<file path="src/rtl/prime_sweep_counter.sv">
// prime_sweep_counter
// Drives a 3-input prime detector from a registered 3-bit counter. The counter
// is either single-stepped on rising edges of `step` or free-runs at one
// advance every PRESCALE clocks. The detector's prime flag is tallied per
// sweep, and the tally is reported on every wrap together with a one-cycle
// sweep_done pulse.
module prime_sweep_counter #(
    parameter int PRESCALE = 4          // clocks per advance in run mode, 1..255
) (
    input  logic       clk,
    input  logic       rst_n,
    input  logic       clr,
    input  logic       run,
    input  logic       step,
    input  logic       up_dn,
    input  logic       prime_in,
    output logic       x3,
    output logic       x2,
    output logic       x1,
    output logic       busy,
    output logic       sweep_done,
    output logic [2:0] sweep_primes
);

    // Prescaler reload value. It is loaded on entry to and exit from RUN, on
    // every advance in RUN, and on clear, so that the first run-mode advance
    // lands exactly PRESCALE edges after run is first seen high.
    localparam logic [7:0] PRE_RELOAD = 8'(PRESCALE - 1);

    typedef enum logic {
        ST_IDLE = 1'b0,
        ST_RUN  = 1'b1
    } state_t;

    state_t     state_q, state_d;
    logic [2:0] value_q, value_d;
    logic [2:0] tally_q, tally_d;
    logic [2:0] primes_q, primes_d;
    logic       done_q, done_d;
    logic       step_q;
    logic [7:0] pre_q, pre_d;

    logic       step_rise;
    logic       advance;
    logic       wrap;
    logic [2:0] value_adv;
    logic [2:0] tally_adv;

    // A single advance request comes from either the step edge (IDLE) or the
    // prescaler expiring (RUN); it is decided in the FSM block below.
    assign step_rise = step & ~step_q;

    // The value being left decides the wrap: 7 going up, 0 going down.
    assign wrap      = up_dn ? (value_q == 3'd7) : (value_q == 3'd0);
    assign value_adv = up_dn ? (value_q + 3'd1) : (value_q - 3'd1);

    // prime_in belongs to the value currently on x3..x1, i.e. the one being left.
    assign tally_adv = tally_q + {2'b00, prime_in};

    // Next-state logic: clear beats run, run beats step; advance bookkeeping follows.
    always_comb begin
        state_d  = state_q;
        value_d  = value_q;
        tally_d  = tally_q;
        primes_d = primes_q;
        done_d   = 1'b0;
        pre_d    = pre_q;
        advance  = 1'b0;

        if (clr) begin
            // Clear leaves the state alone but wipes every count and swallows
            // any advance that would otherwise have happened on this edge.
            value_d  = 3'd0;
            tally_d  = 3'd0;
            primes_d = 3'd0;
            pre_d    = PRE_RELOAD;
        end else begin
            unique case (state_q)
                ST_IDLE: begin
                    if (run) begin
                        // Entering RUN never advances; a simultaneous step
                        // edge is deliberately dropped.
                        state_d = ST_RUN;
                        pre_d   = PRE_RELOAD;
                    end else if (step_rise) begin
                        advance = 1'b1;
                    end
                end
                ST_RUN: begin
                    if (!run) begin
                        state_d = ST_IDLE;
                        pre_d   = PRE_RELOAD;
                    end else if (pre_q == 8'd0) begin
                        advance = 1'b1;
                        pre_d   = PRE_RELOAD;
                    end else begin
                        pre_d = pre_q - 8'd1;
                    end
                end
                default: begin
                    state_d = ST_IDLE;
                    pre_d   = PRE_RELOAD;
                end
            endcase

            if (advance) begin
                value_d = value_adv;
                if (wrap) begin
                    // The last code's prime flag is folded straight into the
                    // report instead of going through the tally first.
                    primes_d = tally_adv;
                    tally_d  = 3'd0;
                    done_d   = 1'b1;
                end else begin
                    tally_d = tally_adv;
                end
            end
        end
    end

    // State and datapath registers; reset aborts a run immediately.
    always_ff @(posedge clk or negedge rst_n) begin
        if (!rst_n) begin
            state_q  <= ST_IDLE;
            value_q  <= 3'd0;
            tally_q  <= 3'd0;
            primes_q <= 3'd0;
            done_q   <= 1'b0;
            step_q   <= 1'b0;
            pre_q    <= PRE_RELOAD;
        end else begin
            state_q  <= state_d;
            value_q  <= value_d;
            tally_q  <= tally_d;
            primes_q <= primes_d;
            done_q   <= done_d;
            // The step history is kept in every state, so holding step high
            // through RUN and back to IDLE does not fake a new edge.
            step_q   <= step;
            pre_q    <= pre_d;
        end
    end

    // All outputs come straight from registers.
    assign x3           = value_q[2];
    assign x2           = value_q[1];
    assign x1           = value_q[0];
    assign busy         = (state_q == ST_RUN);
    assign sweep_done   = done_q;
    assign sweep_primes = primes_q;

endmodule

</file>
<file path="config.mk">
export PLATFORM = sky130hd
export DESIGN_NAME = prime_sweep_counter
export DESIGN_NICKNAME = d
export VERILOG_FILES = /design/src/rtl/prime_sweep_counter.sv
export SDC_FILE = /design/constraint.sdc
export NUM_CORES = 1
export LEC_CHECK = 0
export CORE_MARGIN = 2
export CORE_UTILIZATION = 46
export DETAILED_ROUTE_END_ITERATION = 7
export PLACE_DENSITY = 0.69
export SLEW_MARGIN = 20
export SYNTH_ARGS = -nofsm -noshare
export SYNTH_HDL_FRONTEND = slang
export SYNTH_SLANG_ARGS = --single-unit
export TNS_END_PERCENT = 10
</file>
<file path="constraint.sdc">
create_clock -name clk -period 2.45 [get_ports clk]
set_input_delay 0.49 -clock clk [delete_from_list [all_inputs] [get_ports clk]]
set_output_delay 0.49 -clock clk [all_outputs]
set_load 0.01 [all_outputs]
</file>
==> reports/results.tsv <==
metric	value	unit
status	finished, final reports clean	
cts_setup_buffers	0	
crit_required	2.65	ns
ys_async_sr_fraction	100	%
setup_tns	0	ns
finalCritPeriodShare	83.9	%
clk_path_buf_depth	2	
dieArea	2780	um2
rows	17	
syn_area_per_cell	10.2	um2
ys_seq_area_share	46.0	%
cts.reportedPaths.clkPinSlew	0.11	ns
hpwl	1720	um
floorplan.initialDensity	48.9	%
cts_buffers	3	
cap_violations	0	
synth-edff-count	0	
hold_viol	0	
leakagePower	0.000566	uW
grt_max_degree	13	
finalCriticalPeriod	2.06	ns
area.growth.synth_to_final	21.8	%
power	618	uW
antenna_found_initial	0	
hp-class	input pin to async pin	
yosys_register_bits	20	
synth_top_family_by_area	simple AND/OR/NAND/NOR gates	
synth_cell_type_count	34	
postCtsHoldBufs	0	
synthAdderAreaFrac	5.27	%
crit_family	simple AND/OR/NAND/NOR gates	
fmax	486	MHz
synth_compound_gate_area_share	17.9	%
ys.warnings.count	0	
yosysTopAreaCell	dfrtp_1	
track_usage	19.3	%
syn-cell-area	1090	um2
drt-pass1-iter-count	4	
netlist_instances	107	
routedWlPerCell	14.6	um
slowest_stage	dfstp_2	
worst_pin_slew	0.484	ns
yosys.area_share.simple	21.4	%
max_stage_delay	0.40	ns
diodes	0	
globalRouteOverflowTotal	0	
num_vias	911	
synth.most_common_cell	dfrtp_1	
yosysTopAreaCellShare	41.2	%
drive_above_1_share	12.5	%
drtIter0Drc	16	
h-tree-depth	1	
setup-violations-final	0	
synthTopCellsByCount	dfrtp_1 (18), inv_1 (8), nand2_1 (8), nor2_1 (8), nor3_1 (7)	
max-vdd-ir-drop	0.364	mV
synthXorXnorAreaFrac	2.41	%
ys.flop_type	dfrtp_1	
cts-resized-gates	0	
max_slew_margin	67.5	%
core_area	2230	um2
finalClockSkew	0.00529	ns
cp-start-kind	register	
critPathKind	register to register	
clk_latency	0.30	ns
synth_mux_area_share	3.89	%
viasPerCell	5.84	
drcViolationCount	0	
arrival	2.25	ns
portBuffers	14	
io_pins	15	
cts-root-buf	clkbuf_4	
synth_fp_nets	118	
nNetsFinal	140	
crit_chain	inv_1 > ha_1 > nor4b_4 > nand4_2 > a21oi_1 > mux2_2	
drv_slew	0	
rsz0062_at_grt	false	
end_kind	register	
place_congestion	0.801	
clock-sinks	20	
cts_tree	yes	
synthTopCellsByArea	dfrtp_1 (41%), dfstp_2 (4.8%), ha_1 (3.4%)	
grt_pass1_vias	841	
die_w	52.7	um
critPathMaxFanout	8	
p_per_area	465	nW/um2
grt_pass1_wl	3910	um
routed_wl	2290	um
die_h	52.7	um
drtAntennaViolNets	0	
fin_util	59.6	%
cp_num_buf_inv	1	
cell usage in the layout, fill, tap and decap left out, types with 2 or more instances in the layout:
cell and n:
dfrtp_1 18, clkdlybuf4s50_1 14, inv_1 8, nor2_1 8, nand2_1 8, nor3_1 7, a21oi_1 6, o21ai_0 6
a211oi_1 4, buf_4 4, a22o_1 3, o211ai_1 3, ha_1 3, clkbuf_4 3, and4_1 2, nor4_1 2
nor4b_1 2, mux2i_1 2, nor2b_1 2, a32o_1 2, mux2_2 2, xnor2_1 2, nand3_1 2, dfstp_2 2
worst register-to-register path, stage by stage, from the launching register on:
cell and delay (ns):
dfstp_2 0.40, inv_1 0.06, ha_1 0.21, nor4b_4 0.39, nand4_2 0.30, a21oi_1 0.23
mux2_2 0.35
sequential cells by signal (all words and copies together), names as in the netlist:
name,cells
pre_q,8
sweep_done,1
sweep_primes,3
step_q,1
busy,1
tally_q,3
value_q,3
worst paths after layout:
path | end | depth (start not counted) | start | slack [ns]
setup / recovery | value_q[2] | 6 | pre_q[0] | 0.39
hold / removal | pre_q[5] | 1 | rst_n | 0.46
setup reg to reg | value_q[2] | 6 | pre_q[0] | 0.39
hold reg to reg | sweep_primes[2] | 2 | sweep_primes[2] | 0.53
max in group asynchronous | tally_q[2] | 2 | rst_n | 1.47
min in group clk | sweep_primes[2] | 2 | sweep_primes[2] | 0.53
area by class of cell:
cell class | count | area, um2
well taps | 28 | 35.0
fillers | 195 | 903
flip-flops and latches | 20 | 503
inverters | 8 | 30.0
clock buffers | 4 | 36.3
repair buffers | 18 | 170
multi-input cells | 78 | 556
power by group:
part	switching, uW	internal, uW
sequential	8.98	338
clock	103	90.7
combinational	41.7	35.7
total	154	465
metrics by stage:
step	std cells	worst slack (ns)	hold WS (ns)	cell area (um2)
3_3_place_gp	152	0.299	0.509	1290
4_1_cts	156	0.433	0.473	1330
2_1_floorplan	107	0.670	0.194	1090
5_1_grt	156	0.278	0.492	1330
3_5_place_dp	152	0.251	0.517	1290
6_report	156	0.393	0.461	1330
kinds of logic (layout without fill, tap and decap cells):
logic type | after synthesis | after routing
flops | 20 | 20
xor+xnor | 3 | 3
fa+ha+maj | 4 | 4
compound gates | 28 | 28
buf+inv | 9 | 30
simple gates | 39 | 39
mux | 4 | 4
routing by layer:
metal / part of all wire, % / vias up / global-route usage (%)
met5: 0 / - / 0
met4: 1.8 / 0 / 7.69
met3: 4.2 / 5 / 3.14
met2: 46 / 20 / 29.4
met1: 48 / 445 / 27.0
li1: - / 441 / -
Power figures use the tool's default switching activity.
